[src/rtl/dac_frame_sequencer_pkg.sv]
// Shared definitions for the DAC frame sequencer: FSM encoding, DAC word layout,
// channel addresses and default command codes.
package dac_frame_sequencer_pkg;

   localparam int WORD_W   = 24;
   localparam int CODE_W   = 16;
   localparam int CNT_W    = 8;
   localparam int NUM_CH   = 2;

   localparam int CMD_MSB  = 21;
   localparam int CMD_LSB  = 19;
   localparam int ADDR_MSB = 18;
   localparam int ADDR_LSB = 16;

   localparam logic [2:0] ADDR_A    = 3'b000;
   localparam logic [2:0] ADDR_B    = 3'b001;
   localparam logic [2:0] CMD_A_DEF = 3'b000;
   localparam logic [2:0] CMD_B_DEF = 3'b010;

   typedef enum logic [2:0] {
      ST_IDLE,
      ST_ISSUE,
      ST_WAIT_ACK,
      ST_WAIT_DONE,
      ST_HOLDOFF
   } state_e;

   typedef struct packed {
      logic [CODE_W-1:0] l;
      logic [CODE_W-1:0] r;
   } pair_t;

endpackage

[src/rtl/dac_frame_sequencer_if.sv]
// Sample-in / serializer-out bundle of the DAC frame sequencer.
// master = sample source + serializer side, slave = the sequencer.
interface dac_frame_sequencer_if;
   import dac_frame_sequencer_pkg::*;

   logic [CODE_W-1:0] i_sample_l;
   logic [CODE_W-1:0] i_sample_r;
   logic              i_sample_valid;
   logic              i_spi_cs;
   logic [WORD_W-1:0] o_data;
   logic              o_send;
   logic              o_busy;
   logic              o_overrun;
   logic              o_error;

   modport master (
      output i_sample_l, i_sample_r, i_sample_valid, i_spi_cs,
      input  o_data, o_send, o_busy, o_overrun, o_error
   );

   modport slave (
      input  i_sample_l, i_sample_r, i_sample_valid, i_spi_cs,
      output o_data, o_send, o_busy, o_overrun, o_error
   );

endinterface

[src/rtl/dac_word_format.sv]
// Combinational sample-to-DAC-word conversion: optional two's complement to
// offset binary, then command/address/code packing.
module dac_word_format
   import dac_frame_sequencer_pkg::*;
#(
   parameter bit SIGNED_IN = 1'b1
) (
   input  logic [CODE_W-1:0] sample_i,
   input  logic [2:0]        cmd_i,
   input  logic [2:0]        addr_i,
   output logic [WORD_W-1:0] word_o
);

   logic [CODE_W-1:0] code;

   // Flipping the sign bit maps -32768..32767 onto 0..65535.
   assign code = SIGNED_IN ? {~sample_i[CODE_W-1], sample_i[CODE_W-2:0]} : sample_i;

   always_comb begin
      word_o                    = '0;
      word_o[CMD_MSB:CMD_LSB]   = cmd_i;
      word_o[ADDR_MSB:ADDR_LSB] = addr_i;
      word_o[CODE_W-1:0]        = code;
   end

endmodule

[src/rtl/dac_frame_sequencer.sv]
// Turns captured stereo pairs into two paced serializer words (A, then B with
// update-all), throttled by the serializer's chip-select feedback.
module dac_frame_sequencer
   import dac_frame_sequencer_pkg::*;
#(
   parameter bit         SIGNED_IN   = 1'b1,
   parameter int         ACK_TIMEOUT = 4,
   parameter int         HOLDOFF     = 24,
   parameter logic [2:0] CMD_A       = CMD_A_DEF,
   parameter logic [2:0] CMD_B       = CMD_B_DEF
) (
   input  logic                  i_clock,
   input  logic                  i_reset,
   dac_frame_sequencer_if.slave  bus
);

   localparam logic [CNT_W-1:0] ACK_LAST  = CNT_W'(ACK_TIMEOUT - 1);
   localparam logic [CNT_W-1:0] HOLD_LAST = CNT_W'(HOLDOFF - 1);

   state_e            state_q, state_d;
   logic              pend_q, pend_d;
   pair_t             pair_q, pair_d;
   pair_t             work_q, work_d;
   logic              ch_q, ch_d;
   logic [CNT_W-1:0]  cnt_q, cnt_d;
   logic [WORD_W-1:0] data_q, data_d;
   logic              ovr_q, ovr_d;
   logic              consume;

   logic [NUM_CH-1:0][CODE_W-1:0] lane_sample;
   logic [NUM_CH-1:0][2:0]        lane_cmd;
   logic [NUM_CH-1:0][2:0]        lane_addr;
   logic [NUM_CH-1:0][WORD_W-1:0] lane_word;
   logic [WORD_W-1:0]             word_now;

   assign lane_sample = {work_q.r, work_q.l};
   assign lane_cmd    = {CMD_B, CMD_A};
   assign lane_addr   = {ADDR_B, ADDR_A};

   for (genvar g = 0; g < NUM_CH; g++) begin : g_lane
      dac_word_format #(.SIGNED_IN(SIGNED_IN)) u_fmt (
         .sample_i (lane_sample[g]),
         .cmd_i    (lane_cmd[g]),
         .addr_i   (lane_addr[g]),
         .word_o   (lane_word[g])
      );
   end

   assign word_now = lane_word[ch_q];
   assign consume  = (state_q == ST_IDLE) && pend_q;

   always_ff @(posedge i_clock) begin
      if (i_reset) begin
         state_q <= ST_IDLE;
         pend_q  <= 1'b0;
         pair_q  <= '0;
         work_q  <= '0;
         ch_q    <= 1'b0;
         cnt_q   <= '0;
         data_q  <= '0;
         ovr_q   <= 1'b0;
      end else begin
         state_q <= state_d;
         pend_q  <= pend_d;
         pair_q  <= pair_d;
         work_q  <= work_d;
         ch_q    <= ch_d;
         cnt_q   <= cnt_d;
         data_q  <= data_d;
         ovr_q   <= ovr_d;
      end
   end

   always_comb begin
      state_d = state_q;
      case (state_q)
         ST_IDLE:      if (pend_q) state_d = ST_ISSUE;
         ST_ISSUE:     state_d = ST_WAIT_ACK;
         ST_WAIT_ACK:  if (!bus.i_spi_cs) state_d = ST_WAIT_DONE;
                       else if (cnt_q == ACK_LAST) state_d = ST_IDLE;
         ST_WAIT_DONE: if (bus.i_spi_cs) state_d = ST_HOLDOFF;
         ST_HOLDOFF:   if (cnt_q == HOLD_LAST) state_d = ch_q ? ST_IDLE : ST_ISSUE;
         default:      state_d = ST_IDLE;
      endcase
   end

   // A strobe in the consuming IDLE cycle lands in the freed slot: no overrun.
   always_comb begin
      pend_d = pend_q;
      pair_d = pair_q;
      work_d = work_q;
      ch_d   = ch_q;
      cnt_d  = cnt_q;
      data_d = data_q;
      ovr_d  = bus.i_sample_valid && pend_q && !consume;
      if (bus.i_sample_valid) begin
         pend_d = 1'b1;
         pair_d = {bus.i_sample_l, bus.i_sample_r};
      end else if (consume) begin
         pend_d = 1'b0;
      end
      case (state_q)
         ST_IDLE: if (pend_q) begin
            work_d = pair_q;
            ch_d   = 1'b0;
         end
         ST_ISSUE: begin
            cnt_d  = '0;
            data_d = word_now;
         end
         ST_WAIT_ACK:  if (bus.i_spi_cs && cnt_q != ACK_LAST) cnt_d = cnt_q + CNT_W'(1);
         ST_WAIT_DONE: if (bus.i_spi_cs) cnt_d = '0;
         ST_HOLDOFF: begin
            if (cnt_q == HOLD_LAST) ch_d = 1'b1;
            else                    cnt_d = cnt_q + CNT_W'(1);
         end
         default: ;
      endcase
   end

   // Word is shown live during ISSUE so it is valid alongside the send pulse.
   always_comb begin
      bus.o_send    = (state_q == ST_ISSUE);
      bus.o_busy    = (state_q != ST_IDLE);
      bus.o_data    = (state_q == ST_ISSUE) ? word_now : data_q;
      bus.o_error   = (state_q == ST_WAIT_ACK) && bus.i_spi_cs && (cnt_q == ACK_LAST);
      bus.o_overrun = ovr_q;
   end

endmodule
[src/flat_wrapper.sv]
// flat-port wrapper written by rule: the top's interface ports become plain ports
module dac_frame_sequencer_flat import dac_frame_sequencer_pkg::*;
#(
   parameter bit         SIGNED_IN   = 1'b1,
   parameter int         ACK_TIMEOUT = 4,
   parameter int         HOLDOFF     = 24,
   parameter logic [2:0] CMD_A       = CMD_A_DEF,
   parameter logic [2:0] CMD_B       = CMD_B_DEF
)
  (i_clock, i_reset, bus_i_sample_l, bus_i_sample_r, bus_i_sample_valid, bus_i_spi_cs, bus_o_data, bus_o_send, bus_o_busy, bus_o_overrun, bus_o_error);
  dac_frame_sequencer_if bus_i ();
  input  logic i_clock;
  input  logic i_reset;
  input wire logic [$bits(bus_i.i_sample_l)-1:0] bus_i_sample_l;
  input wire logic [$bits(bus_i.i_sample_r)-1:0] bus_i_sample_r;
  input wire logic [$bits(bus_i.i_sample_valid)-1:0] bus_i_sample_valid;
  input wire logic [$bits(bus_i.i_spi_cs)-1:0] bus_i_spi_cs;
  output wire logic [$bits(bus_i.o_data)-1:0] bus_o_data;
  output wire logic [$bits(bus_i.o_send)-1:0] bus_o_send;
  output wire logic [$bits(bus_i.o_busy)-1:0] bus_o_busy;
  output wire logic [$bits(bus_i.o_overrun)-1:0] bus_o_overrun;
  output wire logic [$bits(bus_i.o_error)-1:0] bus_o_error;
  assign bus_i.i_sample_l = bus_i_sample_l;
  assign bus_i.i_sample_r = bus_i_sample_r;
  assign bus_i.i_sample_valid = bus_i_sample_valid;
  assign bus_i.i_spi_cs = bus_i_spi_cs;
  assign bus_o_data = bus_i.o_data;
  assign bus_o_send = bus_i.o_send;
  assign bus_o_busy = bus_i.o_busy;
  assign bus_o_overrun = bus_i.o_overrun;
  assign bus_o_error = bus_i.o_error;
  dac_frame_sequencer #(.SIGNED_IN(SIGNED_IN), .ACK_TIMEOUT(ACK_TIMEOUT), .HOLDOFF(HOLDOFF), .CMD_A(CMD_A), .CMD_B(CMD_B)) u_core (.i_clock(i_clock), .i_reset(i_reset), .bus(bus_i));
endmodule
[config.mk]
export PLATFORM = sky130hd
export DESIGN_NAME = dac_frame_sequencer_flat
export DESIGN_NICKNAME = d
export VERILOG_FILES = /design/src/rtl/dac_frame_sequencer_pkg.sv /design/src/rtl/dac_frame_sequencer_if.sv /design/src/rtl/dac_word_format.sv /design/src/rtl/dac_frame_sequencer.sv /design/src/flat_wrapper.sv
export SDC_FILE = /design/constraint.sdc
export NUM_CORES = 1
export LEC_CHECK = 0
export ABC_AREA = 1
export BUFFER_PORTS_ARGS = -buffer_cell sky130_fd_sc_hd__buf_2
export CAP_MARGIN = 20
export CORE_MARGIN = 3
export CORE_UTILIZATION = 35
export CTS_BUF_LIST = sky130_fd_sc_hd__clkbuf_4
export DETAILED_ROUTE_END_ITERATION = 10
export GPL_TIMING_DRIVEN = 0
export SYNTH_ARGS = -nofsm -noshare
export SYNTH_HDL_FRONTEND = slang
export SYNTH_SLANG_ARGS = --single-unit
[constraint.sdc]
create_clock -name i_clock -period 2 [get_ports i_clock]
set_clock_uncertainty 0.2 [all_clocks]
set_input_delay 0.2 -clock i_clock [delete_from_list [all_inputs] [get_ports i_clock]]
set_output_delay 0.2 -clock i_clock [all_outputs]
set_load 0.03 [all_outputs]
==> key figures, run 1 <==
Status
  • Status: finished, violations left
  • Violated checks: negative setup slack

Routing
  • Final ANT Viol Nets: 0
  • Total Routed Length: between 10,000 and 15,000 um
  • DR pass1 iterations: 5
  • Starting DRC count in detailed routing: between 200 and 250
  • # DRC: 0
  • Via/cell ratio: 4.72
  • DR vias: approximately 4,100
  • DR WL/cell: roughly 13 um

Synth
  • Top cells by count, synth: 127 x nor2_1, 102 x dfxtp_1, 80 x o21ai_0, 66 x nand2_1, 61 x inv_1
  • Most area-consuming cells after synthesis: dfxtp_1 48%, nor2_1 11%, o21ai_0 9.3%
  • Synth Warn #: 0
  • Net Count, Synth: about 620
  • Synth top area share: between 40% and 50%
  • Avg Inst Size Synth: between 7 and 8 um^2
  • Post-Syn Area: approximately 4300 um^2
  • Post-synth EDFFs: 0
  • FF+latch count, synth: 102
  • Ys async rst share: 0%
  • Synth cell types: 30
  • Top-count cell post-synth: nor2_1
  • Synth Instances: 581
  • Sequential share of the synthesized area: 47.6%
  • Main synth FF type: dfxtp_1
  • Synth area leader: dfxtp_1

Timing
  • RSZ-0062 raised after global routing: true
  • Final hold vios: 0
  • Fin worst setup slack: -0.188 ns
  • Slew Limit Fails: 0
  • Worst slew margin: approximately 60%
  • Period utilisation layout: 109%
  • Final setup vio count: 25
  • Crit path time final: roughly 2.2 ns
  • Max Fclk: 457 MHz
  • Least-Margin Pin Slew: roughly 0.60 ns

Layout
  • Design area: 5900 um^2
  • Non-filler cells, final: around 870
  • Ant. Diodes: 0
  • Fraction of layout cells with a size suffix above 1: between 20% and 30%
  • Fillcell total: roughly 1,100
  • Nets: 755
  • Area delta synth->final: 37.6%

Setup path
  • Biggest cell delay along the critical path: approximately 0.42 ns
  • FF-to-FF path depth: 13
  • Critical Path End Type: output pin
  • Critical Path Source Type: flip-flop
  • Req. time, crit path: 1.60 ns
  • Worst Setup SP: u_core.ch_q$_SDFFE_PP0P_
  • Slowest stage cell, crit path: o21ai_0
  • Worst r2r src: u_core.cnt_q[4]$_SDFFE_PP0P_
  • Worst-path cell chain: clkbuf_2, o21ai_0, a21oi_1, buf_4
  • Arrival time worst endpoint: roughly 1.8 ns
  • Worst-path fanout max: 10
  • WS Path Type: flip-flop to output pin

Placement
  • Placed Area: ~4800 um^2
  • Placed cells: slightly below 800
  • Gpl congestion: 0.837
  • IO buf count: 63
  • DP HPWL: a little under 8000 um

Power
  • Power Total: roughly 7 mW
  • Pwr/cell area: roughly 1200 nW/um^2
  • Max VDD drop: about 370 uV
  • Pleak: about 2.6 nW

GRT
  • Grt ovf: 0
  • Vias in the first global route: ~3,800
  • First-pass GRT wire length: approximately 18,000 um
  • GRT Overall Usage: 16.9%
  • Largest net degree at the start of global routing: 18
  • Number of antenna violations at the first check in global routing: 0

Floorplanning
  • CORE AREA: 11,700 um^2
  • Die X: about 120 um
  • Initial core utilization: 36.6%
  • Die height: approximately 120 um
  • Die area: approximately 14,000 um^2
  • IO Count: 64
  • Standard-cell rows: 39

Clock network
  • H-Tree Depth: 3
  • Reg clk slew, reported paths: ~0.15 ns
  • CTS Sinks: just over 100
  • CTS Buffer Depth: 2
  • CTS tree: built
  • Root Driver: clkbuf_4
  • Worst-Skew Late Latency: 0.47 ns
  • Inserted Clock Buffers: 9

Hold path
  • HP Class: primary input to flip-flop
  • Hold Crit Depth: 3
  • Min-Delay Startpoint: i_reset

Run
  • Max cap viols: 0
## worst paths after layout
check | endpoint | slack (ns)
worst min-delay path | u_core.data_q[22]$_SDFF_PP0_ | 0.04
worst max register to register | u_core.state_q[2]$_SDFFE_PP0P_ | 0.15
worst min register to register | u_core.data_q[22]$_SDFF_PP0_ | 0.26
worst max-delay path | bus_o_data[8] | -0.19
## cell usage in the layout (no fill, tap or decap), types with 7 or more instances in the layout
cell type / netlist / routed
dlygate4sd3_1: 0 / 39
a21oi_2: 0 / 11
dfxtp_2: 0 / 7
a21oi_1: 42 / 27
o21ai_0: 80 / 74
inv_1: 61 / 46
nand2_2: 2 / 9
nand2_1: 66 / 56
or2_2: 13 / 8
nand3_1: 16 / 16
clkbuf_1: 17 / 13
dfxtp_1: 102 / 90
buf_6: 4 / 22
buf_2: 6 / 41
clkbuf_4: 0 / 11
nor2_1: 127 / 119
a211oi_1: 10 / 10
inv_2: 4 / 19
buf_4: 1 / 32
## flip-flops by register name (all words and copies together) (netlist names)
| name | count |
|---|---|
| u_core.pend_q | 1 |
| u_core.pair_q | 32 |
| u_core.state_q | 3 |
| u_core.ch_q | 1 |
| u_core.cnt_q | 8 |
| u_core.data_q | 24 |
| u_core.bus.o_overrun | 1 |
| u_core.lane_sample | 32 |
## power breakdown
| group | switching [mW] | internal (mW) | leakage [nW] |
|---|---|---|---|
| combinational | 1.98 | 1.47 | 1.70 |
| clock | 0.698 | 0.279 | 0.0711 |
| sequential | 0.163 | 2.41 | 0.845 |
## cells by family after synthesis
logic type	after synthesis	synth area share (%)
xor+xnor	3	0.613
flops	102	47.6
compound gates	141	18.5
buf+inv	98	9.78
fa+ha+maj	1	0.292
simple gates	236	23.2
## worst max-delay path: cells and delay by family (launching register included)
kind	cells	cell delay (ns)
AOI/OAI and AO/OA	2	0.56
DFF	1	0.39
buffers and inverters	2	0.38
## final cells by class
class	count	area [um^2]	area share, %
multi-input combinational	381	2030	34.4
buffer	30	190	3.22
sequential	102	2070	35.1
clock buffer	10	75.1	1.27
timing repair buffer	127	1060	18.0
clock inverter	6	45.0	0.764
inverter	67	251	4.26
tap	143	179	3.03
## layer usage
layer	part of all wire [%]	vias up	wire length (um)	global-route usage, %
met3	4.4	10	493	4.20
met4	1.1	0	128	4.59
met2	46	83	5200	26.2
met1	49	1859	5510	23.6
met5	0	-	0	0
li1	-	2135	-	-
## timing repair
| action | 4_1_cts | 5_1_grt |
|---|---|---|
| buffers inserted | 20 | 3 |
| resized for setup | 91 | 54 |
| setup endpoints to repair | 26 | 36 |
| pin swaps | 7 | 13 |
| hold endpoints to repair | 33 | 0 |
| hold buffers | 39 | 0 |
| gates cloned | 1 | 2 |
## metrics by stage
stage	hold WS [ns]	setup TNS, ns	util (%)	setup slack (ns)
after CTS	0.00937	-4.39	48.4	-0.218
after detailed placement	0.225	-0.0128	40.8	-0.0128
final	0.0389	-3.61	50.4	-0.188
after floorplan	0.135	0	-	0.0607
after global placement	0.220	0	40.8	0.0125
after global routing	0.0748	-5.80	50.4	-0.271
Power figures use the tool's default switching activity.
==> inputs of run 2 (changes only) <==
--- a/config.mk
+++ b/config.mk
@@ -16,3 +16,4 @@
 export SYNTH_ARGS = -nofsm -noshare
 export SYNTH_HDL_FRONTEND = slang
 export SYNTH_SLANG_ARGS = --single-unit
+export TNS_END_PERCENT = 10
==> key figures, run 2 (synthesis gave the netlist of run 1 again) <==
Floorplanning
  • Die height: around 120 um
  • IO Count: 64
  • Standard-cell rows: 39
  • Die X: 117 um
  • Die area: between 10,000 and 15,000 um^2
  • CORE AREA: between 10,000 and 15,000 um^2
  • Initial core utilization: 36.6%

Clock network
  • Worst-Skew Late Latency: approximately 0.46 ns
  • CTS tree: built
  • CTS Buffer Depth: 2
  • Reg clk slew, reported paths: roughly 0.15 ns
  • Inserted Clock Buffers: 9
  • CTS Sinks: about 100
  • Root Driver: clkbuf_4
  • H-Tree Depth: 3

Routing
  • Final ANT Viol Nets: 0
  • Starting DRC count in detailed routing: 200
  • DR WL/cell: ~13 um
  • Total Routed Length: about 11,000 um
  • Via/cell ratio: approximately 4.7
  • DR vias: 4,006
  • # DRC: 0
  • DR pass1 iterations: 4

Placement
  • Gpl congestion: approximately 0.84
  • Placed cells: between 700 and 800
  • IO buf count: between 60 and 70
  • DP HPWL: roughly 7700 um

Timing
  • Slew Limit Fails: 0
  • Final hold vios: 0
  • Minimum hold slack: 0.0401 ns
  • Crit path time final: around 2.2 ns
  • RSZ-0062 raised after global routing: true
  • Fin worst setup slack: -0.174 ns
  • Worst slew margin: around three fifths
  • Max Fclk: 460 MHz
  • Period utilisation layout: 109%
  • Final setup vio count: 26
  • Least-Margin Pin Slew: roughly 0.6 ns

Layout
  • Final core utilization: approximately 48%
  • Fraction of layout cells with a size suffix above 1: about a quarter
  • Area delta synth->final: 32.3%
  • Non-filler cells, final: approximately 850
  • Nets: 742
  • Most common cell after layout, fill and taps aside: nor2_1
  • Most frequent cells in the layout: 125 x nor2_1, 95 x dfxtp_1, 77 x o21ai_0, 64 x nand2_1, 47 x inv_1
  • Ant. Diodes: 0

Run
  • Max cap viols: 0

Power
  • Max VDD drop: 367 uV
  • Pleak: 2.53 nW
  • Pwr/cell area: approximately 1200 nW/um^2

Setup path
  • Req. time, crit path: 1.60 ns
  • Critical Path End Type: output pin
  • Arrival time worst endpoint: about 1.8 ns
  • WS Path Type: flip-flop to output pin
  • Worst-path fanout max: 10
  • Critical Path Source Type: flip-flop

GRT
  • Largest net degree at the start of global routing: 18
  • GRT Overall Usage: roughly 17%
  • First-pass GRT wire length: about 18,000 um
  • Vias in the first global route: ~3,700
  • Grt ovf: 0
  • Number of antenna violations at the first check in global routing: 0

Status
  • Violated checks: negative setup slack
  • Status: finished, violations left

Hold path
  • HP Class: primary input to flip-flop
run 2: layer usage:
layer  part of all wire, %  GRT usage, %  vias up
met1                    49          23.3     1821
met2                    45          25.7       73
li1                      -             -     2103
met3                   4.4          4.20        9
met5                     0             0        -
met4                   1.2          4.59        0
run 2: critical path, cell delays in order, from the launching register on:
cell and delay (ns):
dfxtp_4 0.38, nor3_4 0.23, buf_6 0.14, buf_8 0.12, buf_6 0.17, a21oi_1 0.08, buf_4 0.19
run 2: worst paths after layout:
path                            slack, ns  cells past startpoint                             endpoint                           start
worst min-delay path                 0.04                      3         u_core.data_q[22]$_SDFF_PP0_                         i_reset
worst max register to register       0.14                      9  u_core.lane_sample[22]$_SDFFE_PP0P_  u_core.state_q[2]$_SDFFE_PP0P_
worst max-delay path                -0.17                      6                        bus_o_data[8]  u_core.state_q[2]$_SDFFE_PP0P_
worst min register to register       0.26                      2         u_core.data_q[22]$_SDFF_PP0_    u_core.data_q[22]$_SDFF_PP0_
run 2: area by class of cell:
| type | instances | area [um^2] |
|---|---|---|
| Multi-Input combinational cell | 381 | 1940 |
| Sequential cell | 102 | 2060 |
| Clock inverter | 6 | 45.0 |
| Fill cell | 1171 | 6040 |
| Inverter | 67 | 254 |
| Buffer | 30 | 195 |
| Timing Repair Buffer | 114 | 921 |
| Clock buffer | 10 | 75.1 |
| Tap cell | 143 | 179 |
run 2: through the flow:
step | power [mW] | TNS (ns) | area [um^2] | setup WS (ns)
after CTS | 6.53 | -4.44 | 5550 | -0.218
after global routing | 7.22 | -5.85 | 5670 | -0.254
after global placement | 4.98 | 0 | 4780 | 0.0125
after detailed placement | 5.03 | -0.0128 | 4780 | -0.0128
after floorplan | 4.38 | 0 | 4290 | 0.0607
final | 6.74 | -3.33 | 5670 | -0.174
run 2: repair_timing:
action,4_1_cts,5_1_grt
resized for setup,84,27
hold buffers,39,0
cloned,1,0
endpoints found under the hold margin,33,0
pin swaps,3,2
endpoints found under the setup margin,26,26
buffers inserted,7,4
run 2: power breakdown:
group	leakage [nW]	switching, mW	internal, mW
Sequential	0.843	0.159	2.41
Combinational	1.61	1.89	1.31
Clock	0.0711	0.700	0.280
Total	2.53	2.75	3.99
==> inputs of run 3 (changes only) <==
--- a/config.mk
+++ b/config.mk
@@ -13,6 +13,7 @@
 export CTS_BUF_LIST = sky130_fd_sc_hd__clkbuf_4
 export DETAILED_ROUTE_END_ITERATION = 10
 export GPL_TIMING_DRIVEN = 0
+export RECOVER_POWER = 50
 export SYNTH_ARGS = -nofsm -noshare
 export SYNTH_HDL_FRONTEND = slang
 export SYNTH_SLANG_ARGS = --single-unit
==> key figures, run 3 (synthesis gave the netlist of run 1 again) <==
Timing
  • RSZ-0062 raised after global routing: true
  • Setup TNS: -3.30 ns
  • Period utilisation layout: 109%
  • Max Fclk: between 400 and 500 MHz
  • Final setup vio count: 26
  • Least-Margin Pin Slew: 0.610 ns
  • Slew Limit Fails: 0
  • Crit path time final: around 2.2 ns
  • Fin worst setup slack: -0.173 ns
  • Minimum hold slack: 0.0648 ns
  • Worst slew margin: about three fifths
  • Final hold vios: 0

Clock network
  • CTS Buffer Depth: 2
  • Root Driver: clkbuf_4
  • CTS Sinks: 102
  • H-Tree Depth: 3
  • Reg clk slew, reported paths: 0.15 ns
  • Inserted Clock Buffers: 9
  • Worst-Skew Late Latency: about 0.47 ns
  • CTS tree: built

GRT
  • Vias in the first global route: between 3,000 and 4,000
  • First-pass GRT wire length: 17,800 um
  • GRT Overall Usage: 16.7%
  • Grt ovf: 0
  • Number of antenna violations at the first check in global routing: 0
  • Largest net degree at the start of global routing: 18

Setup path
  • Worst-path fanout max: 10
  • Arrival time worst endpoint: 1.77 ns
  • Critical Path End Type: output pin
  • Req. time, crit path: roughly 1.6 ns
  • WS Path Type: flip-flop to output pin
  • Critical Path Source Type: flip-flop

Placement
  • DP HPWL: about 7700 um
  • IO buf count: 63
  • Gpl congestion: about 0.84
  • Placed Area: approximately 4800 um^2

Layout
  • Nets: 742
  • Most common cell after layout, fill and taps aside: nor2_1
  • Fraction of layout cells with a size suffix above 1: between 20 and 25%
  • Ant. Diodes: 0
  • Design area: between 5000 and 6000 um^2
  • Most frequent cells in the layout: 125 x nor2_1, 95 x dfxtp_1, 77 x o21ai_0, 64 x nand2_1, 47 x inv_1
  • Area delta synth->final: 32.3%

Routing
  • DR WL/cell: between 10 and 15 um
  • DR vias: ~4,000
  • # DRC: 0
  • DR pass1 iterations: 4
  • Via/cell ratio: roughly 4.7
  • Starting DRC count in detailed routing: about 200
  • Final ANT Viol Nets: 0
  • Total Routed Length: 10,900 um

Power
  • Internal power: 3.99 mW
  • Sequential share of power: about two fifths
  • Clk network pwr share: between 10 and 15%
  • Power Total: a little under 7 mW
  • Switch share: 40.7%
  • Net Sw Power: ~2.7 mW
  • Pwr/cell area: around 1200 nW/um^2
  • Max VDD drop: roughly 370 uV
  • Pleak: roughly 2.5 nW
  • Combinational power share: a little under half

Floorplanning
  • IO Count: between 60 and 70
  • CORE AREA: roughly 12,000 um^2
  • Die area: about 14,000 um^2
  • Die height: 117 um
  • Standard-cell rows: 39
  • Initial core utilization: a little over a third
  • Die X: 117 um

Status
  • Violated checks: negative setup slack
  • Status: finished, violations left

Hold path
  • HP Class: primary input to flip-flop

Run
  • Max cap viols: 0
[run 3: changes by cell type in the layout (fill, tap and decap cells not counted)]
cell	delta
buf_2	-2
clkbuf_1	+2
[run 3: worst paths after layout]
path                            cells past startpoint  slack (ns)                                   to                            from
worst min-delay path                                3        0.06         u_core.data_q[22]$_SDFF_PP0_                         i_reset
worst max-delay path                                6       -0.17                        bus_o_data[8]  u_core.state_q[2]$_SDFFE_PP0P_
worst min register to register                      2        0.26         u_core.data_q[22]$_SDFF_PP0_    u_core.data_q[22]$_SDFF_PP0_
worst max register to register                      9        0.14  u_core.lane_sample[22]$_SDFFE_PP0P_  u_core.state_q[2]$_SDFFE_PP0P_
[run 3: worst max-delay path, cell delays in order (launching register included)]
cell	delay, ns
dfxtp_4	0.38
nor3_4	0.23
buf_6	0.14
buf_8	0.12
buf_6	0.17
a21oi_1	0.08
buf_4	0.19
[run 3: final cells by class]
class                   count  area [um^2]
plain buffers              30          195
clock buffers              10         75.1
clock inverters             6         45.0
fillers                  1173         6040
inverters                  67          254
multi-input cells         381         1940
flip-flops and latches    102         2060
well taps                 143          179
repair buffers            114          918
[run 3: layer usage]
layer	part of all wire [%]	vias up	wire, um	global-route usage (%)
met3	4.3	9	471	4.20
li1	-	2103	-	-
met4	1.2	0	127	4.59
met1	50	1822	5390	23.3
met5	0	-	0	0
met2	45	73	4880	25.7
[run 3: what timing repair did]
item,in CTS,in global routing
cloned,1,0
hold buffers,39,0
endpoints found under the setup margin,26,26
setup buffers,7,4
resized for setup,84,27
hold endpoints to repair,33,0
pin swaps,3,2
[run 3: per-stage QoR]
stage	util (%)	std cells	setup WS (ns)
after CTS	47.4	849	-0.218
final	48.4	853	-0.173
after floorplan	-	581	0.0607
after global routing	48.4	853	-0.254
after detailed placement	40.8	787	-0.0128
after global placement	40.8	787	0.0125
[run 3: power groups by stage]
stage	Sequential (mW)	Clock (mW)	Combinational (mW)
floorplan	2.55	0	1.84
global placement	2.59	0	2.39
detailed placement	2.60	0	2.43
CTS	2.58	1.02	2.94
global route	2.61	1.10	3.51
finish	2.57	0.979	3.19
